--- config.mk ---
export PLATFORM = sky130hd
export DESIGN_NAME = branch_predictor_flat
export DESIGN_NICKNAME = d
export VERILOG_FILES = /design/src/rtl/branch_predictor_if.sv /design/src/rtl/branch_predictor.sv /design/src/flat_wrapper.sv
export SDC_FILE = /design/constraint.sdc
export NUM_CORES = 1
export LEC_CHECK = 0
export BUFFER_PORTS_ARGS = -buffer_cell sky130_fd_sc_hd__buf_2
export CAP_MARGIN = 20
export CORE_MARGIN = 2
export CORE_UTILIZATION = 57
export DETAILED_ROUTE_END_ITERATION = 8
export PLACE_DENSITY = 0.74
export SETUP_SLACK_MARGIN = 0.5
export SKIP_LAST_GASP = 1
export SYNTH_ARGS = -nofsm -noshare
export SYNTH_HDL_FRONTEND = slang
export SYNTH_SLANG_ARGS = --single-unit
--- constraint.sdc ---
create_clock -name clock -period 6 [get_ports clock]
set_input_delay 0.9 -clock clock [delete_from_list [all_inputs] [get_ports clock]]
set_output_delay 0.9 -clock clock [all_outputs]
set_load 0.01 [all_outputs]
--- src/rtl/branch_predictor_if.sv ---
// Fetch/resolver-facing bus of the branch predictor: lookup request, registered
// prediction, and resolution update.
interface branch_predictor_if #(
    parameter int unsigned XLEN = 32
);
    logic            lookup_valid;
    logic [XLEN-1:0] lookup_pc;
    logic            pred_valid;
    logic            pred_hit;
    logic            pred_taken;
    logic [XLEN-1:0] pred_target;
    logic            upd_valid;
    logic [XLEN-1:0] upd_pc;
    logic            upd_taken;
    logic [XLEN-1:0] upd_target;

    modport master (
        output lookup_valid, lookup_pc,
        output upd_valid, upd_pc, upd_taken, upd_target,
        input  pred_valid, pred_hit, pred_taken, pred_target
    );

    modport slave (
        input  lookup_valid, lookup_pc,
        input  upd_valid, upd_pc, upd_taken, upd_target,
        output pred_valid, pred_hit, pred_taken, pred_target
    );
endinterface

--- src/rtl/branch_predictor.sv ---
// Direct-mapped branch direction predictor / target buffer with 2-bit counters.
// Define BP_BYPASS_EN to forward a same-cycle matching update into the lookup.
module branch_predictor #(
    parameter int unsigned XLEN       = 32,
    parameter int unsigned INDEX_BITS = 4,
    parameter int unsigned TAG_BITS   = XLEN - INDEX_BITS - 2
) (
    input logic               clock,
    input logic               reset,
    branch_predictor_if.slave bp
);
    localparam int unsigned ENTRIES = 1 << INDEX_BITS;

    logic [ENTRIES-1:0]  valid_q;
    logic [TAG_BITS-1:0] tag_q    [ENTRIES];
    logic [XLEN-1:0]     target_q [ENTRIES];
    logic [1:0]          ctr_q    [ENTRIES];

    logic            pred_valid_q;
    logic            pred_hit_q;
    logic            pred_taken_q;
    logic [XLEN-1:0] pred_target_q;

    logic [INDEX_BITS-1:0] lk_idx;
    logic [INDEX_BITS-1:0] up_idx;
    logic [TAG_BITS-1:0]   lk_tag;
    logic [TAG_BITS-1:0]   up_tag;

    logic            up_hit;
    logic            upd_we;
    logic [XLEN-1:0] ent_target_d;
    logic [1:0]      ent_ctr_d;

    logic            rd_hit;
    logic [1:0]      rd_ctr;
    logic [XLEN-1:0] rd_target;

    logic unused_pc_bits;

    assign lk_idx = bp.lookup_pc[INDEX_BITS+1:2];
    assign lk_tag = bp.lookup_pc[XLEN-1:INDEX_BITS+2];
    assign up_idx = bp.upd_pc[INDEX_BITS+1:2];
    assign up_tag = bp.upd_pc[XLEN-1:INDEX_BITS+2];

    assign unused_pc_bits = ^{bp.lookup_pc[1:0], bp.upd_pc[1:0]};

    // Next state of the entry addressed by the update port.
    always_comb begin
        upd_we       = 1'b0;
        ent_target_d = target_q[up_idx];
        ent_ctr_d    = ctr_q[up_idx];
        up_hit       = valid_q[up_idx] && (tag_q[up_idx] == up_tag);
        if (bp.upd_valid) begin
            if (up_hit) begin
                upd_we = 1'b1;
                if (bp.upd_taken) begin
                    ent_ctr_d    = (ctr_q[up_idx] == 2'd3) ? 2'd3 : ctr_q[up_idx] + 2'd1;
                    ent_target_d = bp.upd_target;
                end else begin
                    ent_ctr_d = (ctr_q[up_idx] == 2'd0) ? 2'd0 : ctr_q[up_idx] - 2'd1;
                end
            end else if (bp.upd_taken) begin
                upd_we       = 1'b1;
                ent_ctr_d    = 2'd2;
                ent_target_d = bp.upd_target;
            end
        end
    end

    // Lookup read; pre-update contents unless forwarding is built in.
    always_comb begin
        rd_hit    = valid_q[lk_idx] && (tag_q[lk_idx] == lk_tag);
        rd_ctr    = ctr_q[lk_idx];
        rd_target = target_q[lk_idx];
`ifdef BP_BYPASS_EN
        if (upd_we && (up_idx == lk_idx) && (up_tag == lk_tag)) begin
            rd_hit    = 1'b1;
            rd_ctr    = ent_ctr_d;
            rd_target = ent_target_d;
        end
`endif
    end

    always_ff @(posedge clock) begin
        if (!reset) begin
            valid_q       <= '0;
            pred_valid_q  <= 1'b0;
            pred_hit_q    <= 1'b0;
            pred_taken_q  <= 1'b0;
            pred_target_q <= '0;
        end else begin
            pred_valid_q  <= bp.lookup_valid;
            pred_hit_q    <= bp.lookup_valid && rd_hit;
            pred_taken_q  <= bp.lookup_valid && rd_hit && rd_ctr[1];
            pred_target_q <= (bp.lookup_valid && rd_hit) ? rd_target : '0;
            if (upd_we) begin
                valid_q[up_idx] <= 1'b1;
            end
        end
    end

    // Payload arrays carry no reset; only the valid bits gate their use.
    always_ff @(posedge clock) begin
        if (reset && upd_we) begin
            tag_q[up_idx]    <= up_tag;
            target_q[up_idx] <= ent_target_d;
            ctr_q[up_idx]    <= ent_ctr_d;
        end
    end

    assign bp.pred_valid  = pred_valid_q;
    assign bp.pred_hit    = pred_hit_q;
    assign bp.pred_taken  = pred_taken_q;
    assign bp.pred_target = pred_target_q;

endmodule
--- src/flat_wrapper.sv ---
// flat-port wrapper written by rule: the top's interface ports become plain ports
module branch_predictor_flat 
#(
    parameter int unsigned XLEN       = 32,
    parameter int unsigned INDEX_BITS = 4,
    parameter int unsigned TAG_BITS   = XLEN - INDEX_BITS - 2
)
  (clock, reset, bp_lookup_valid, bp_lookup_pc, bp_upd_valid, bp_upd_pc, bp_upd_taken, bp_upd_target, bp_pred_valid, bp_pred_hit, bp_pred_taken, bp_pred_target);
  branch_predictor_if #(.XLEN(XLEN)) bp_i ();
  input logic clock;
  input logic reset;
  input wire logic [$bits(bp_i.lookup_valid)-1:0] bp_lookup_valid;
  input wire logic [$bits(bp_i.lookup_pc)-1:0] bp_lookup_pc;
  input wire logic [$bits(bp_i.upd_valid)-1:0] bp_upd_valid;
  input wire logic [$bits(bp_i.upd_pc)-1:0] bp_upd_pc;
  input wire logic [$bits(bp_i.upd_taken)-1:0] bp_upd_taken;
  input wire logic [$bits(bp_i.upd_target)-1:0] bp_upd_target;
  output wire logic [$bits(bp_i.pred_valid)-1:0] bp_pred_valid;
  output wire logic [$bits(bp_i.pred_hit)-1:0] bp_pred_hit;
  output wire logic [$bits(bp_i.pred_taken)-1:0] bp_pred_taken;
  output wire logic [$bits(bp_i.pred_target)-1:0] bp_pred_target;
  assign bp_i.lookup_valid = bp_lookup_valid;
  assign bp_i.lookup_pc = bp_lookup_pc;
  assign bp_i.upd_valid = bp_upd_valid;
  assign bp_i.upd_pc = bp_upd_pc;
  assign bp_i.upd_taken = bp_upd_taken;
  assign bp_i.upd_target = bp_upd_target;
  assign bp_pred_valid = bp_i.pred_valid;
  assign bp_pred_hit = bp_i.pred_hit;
  assign bp_pred_taken = bp_i.pred_taken;
  assign bp_pred_target = bp_i.pred_target;
  branch_predictor #(.XLEN(XLEN), .INDEX_BITS(INDEX_BITS), .TAG_BITS(TAG_BITS)) u_core (.clock(clock), .reset(reset), .bp(bp_i));
endmodule
==> reports/results.tsv <==
stage	metric	value	unit
synthesis	synth_area_per_cell	21.0	sq um
floorplanning	start_util	0.575	
floorplanning	io-pin-count	136	
synthesis	synth_nets	2139	
status	status	finished clean	
worst_setup_path	path_max_fanout	45	
cts	cts_tree	built	
power	power_frac_comb	0.065	
detailed_routing	first_iter_violations	2899	
synthesis	ys.flop_type	edfxtp_1	
place	gp_congestion	0.927	
worst_setup_path	cp.required	6.34	ns
layout	final_util	0.654	
grt	antenna_found_initial	12	
synthesis	seq_area_frac_synth	0.699	
detailed_routing	viasPerCell	6.85	
floorplanning	coreArea	74300	sq um
detailed_routing	routed_wl	108000	um
synthesis	synth_top_cell_area_share	0.675	
power	power_density	308	nW/um^2
place	hpwl	64000	um
cts	clock-root-buffer	clkbuf_16	
floorplanning	row_count	100	
floorplanning	die_area	77100	sq um
place	placedCellCount	3113	
floorplanning	die_w	278	um
grt	grt_max_degree	58	
synthesis	ys_ff_latch	1011	
floorplanning	die_h	278	um
synthesis	synth_edf_count	960	
detailed_routing	drc	0	
timing	max_slew_margin	0.366	
synthesis	synth_most_common_cell	edfxtp_1	
worst_setup_path	crit_slowest_cell	buf_4	
detailed_routing	dr.pass1.iters	5	
worst_setup_path	cpPeakStageDelay	0.65	ns
power	ir_drop	267	uV
worst_setup_path	crit_arrival	5.03	ns
min_path	min_path_type	flop to flop	
layout	final_cell_area	48600	sq um
synthesis	yosys_warnings	0	
cts	numClockSinks	1011	
power	sw_frac_of_total	0.213	
grt	grt_pass1_wl	157000	um
power	clockPowerShare	0.414	
synthesis	synth_cell_types	70	
timing	rsz0062_at_grt	no	
cts	worstSkewPairLatency	0.67	ns
layout	fin_cells	3297	
layout	multi_input_area	12400	sq um
layout	nets	2346	
cts	clockBufferDepth	3	
power	power.total	14.9	mW
layout	drive_gt1_frac	0.346	
timing	period_share	0.782	
worst_setup_path	critical-path-top-delay-family	simple AND/OR/NAND/NOR gates	
timing	max_freq	213	MHz
synthesis	syn_inst	2038	
grt	grt_usage	0.285	
cts	cts-buffers-inserted	99	
cts	clk_pin_slew_worst_paths	0.06	ns
worst_setup_path	crit_chain	buf_4, nand2b_1, o22ai_1, or3_1, a221oi_1, a41oi_1, or4_4, o31a_4, buf_12, a211o_1	
cts	htreeDepth	3	
power	power_leakage	15.7	nW
timing	tns	0	ns
synthesis	synthTopCellsByArea	edfxtp_1, mux4_2, dfxtp_1, mux2i_1, xnor2_1	
worst_setup_path	start_kind	input pin	
timing	finalSetupViolCount	0	
cts	ctsResizeCount	0	
timing	worst_pin_slew	0.949	ns
worst_setup_path	setup.worst_path.start	bp_upd_pc[2]	
timing	finalMaxSlewViolations	0	
synthesis	syn_area	42700	sq um
detailed_routing	antenna_left	0	
job	drv_cap	0	
cts	holdBufCountCts	0	
worst_setup_path	reg2reg_from	u_core.tag_q[5][3]	
power	pwr-share-seq	0.521	
place	port_buffers	131	
worst_setup_path	crit_type	input pin to flop	
timing	fin_crit	4.69	ns
detailed_routing	wire_per_inst	32.9	um
layout	ff_latch_area	29800	sq um
grt	overflow	0	
timing	hold_viol	0	
synthesis	yosys.area.top_type	edfxtp_1	
grt	first_global_vias	23100	
layout	fill_cells	4760	
power	p_int	11.8	mW
worst_setup_path	path_buf_inv	2	
cts	post_cts_buffers	0	
synthesis	async_flop_share	0	
synthesis	ys_top_cells_by_count	edfxtp_1, mux4_2, mux2i_1, nand2_1, dfxtp_1	
layout	area_growth	13.8	%
worst_setup_path	setup.worst_path.end_class	flop	
min_path	min_from	u_core.valid_q[3]	
place	dpl_cell_area	45300	sq um
timing	fin_skew	0.0332	ns
detailed_routing	vias	22600	
power	p_switching	3.18	mW
-- flip-flops by register name (all words and copies together), names as in the netlist --
signal	count
u_core.valid_q	16
u_core.ctr_q	32
u_core.tag_q	416
u_core.bp.pred_valid	1
u_core.bp.pred_hit	1
u_core.bp.pred_target	32
u_core.target_q	512
u_core.bp.pred_taken	1
-- worst register-to-register path: cells and delay by family (launching register included) --
| kind | cells | cell delay (ns) |
|---|---|---|
| AOI/OAI and AO/OA | 6 | 2.16 |
| buffers and inverters | 1 | 0.22 |
| DFF | 1 | 0.41 |
| muxes | 1 | 0.28 |
| and+or+nand+nor | 1 | 0.56 |
-- final timing paths --
kind / endpoint / slack [ns] / cells after the start
worst min register to register: u_core.valid_q[3] / 0.47 / 2
worst min-delay path: u_core.valid_q[3] / 0.47 / 2
worst max register to register: u_core.ctr_q[14][0] / 2.04 / 9
worst max-delay path: u_core.ctr_q[14][0] / 1.31 / 10
-- metrics by stage --
step	setup WS [ns]	hold WS [ns]
floorplan	0.900	0.432
global placement	0.682	0.446
detailed placement	0.627	0.464
CTS	1.32	0.477
global route	1.14	0.500
finish	1.31	0.475
-- metal layers --
metal	track usage	vias up	wire length, um
met5	0	-	99
li1	-	9076	-
met2	0.467	1385	54600
met4	0.110	16	4290
met3	0.0584	265	10000
met1	0.380	11900	39400
-- power by group through the flow --
| stage | Combinational [mW] | Sequential (mW) | Clock, mW |
|---|---|---|---|
| 2_1_floorplan | 0.607 | 7.93 | 0 |
| 3_3_place_gp | 0.947 | 7.93 | 0 |
| 3_5_place_dp | 0.968 | 7.93 | 0 |
| 4_1_cts | 0.974 | 7.78 | 6.26 |
| 5_1_grt | 1.03 | 7.78 | 6.54 |
| 6_report | 0.974 | 7.79 | 6.18 |
-- kinds of logic after synthesis --
kind of cell	after synthesis	synth area share
adder cells (fa/ha/maj)	1	0.000234
XOR/XNOR	51	0.0105
multiplexers	494	0.227
flip-flops	1011	0.699
AO/OA/AOI/OAI	125	0.0216
buffers and inverters	138	0.0164
AND/OR/NAND/NOR	218	0.0257
-- cell type report --
type / instances / share of cell area
Timing Repair Buffer: 227 / 0.0362
Multi-Input combinational cell: 889 / 0.255
Sequential cell: 1011 / 0.615
Tap cell: 969 / 0.0250
Clock inverter: 45 / 0.0100
Clock buffer: 138 / 0.0578
Antenna cell: 1 / 0.0000515
Inverter: 17 / 0.00131
-- placed cells by master (no fill, tap or decap), drive strengths merged, types with 24 or more instances in the layout --
cell / netlist / routed
mux2i: 100 / 100
buf: 76 / 226
o21ai: 24 / 24
nand2: 60 / 60
clkinv: 1 / 37
xnor2: 33 / 33
clkbuf: 45 / 139
mux4: 376 / 376
nor2: 47 / 47
dfxtp: 51 / 51
edfxtp: 960 / 960
nor2b: 42 / 42
Note: power is estimated with default switching activity, not from simulation.
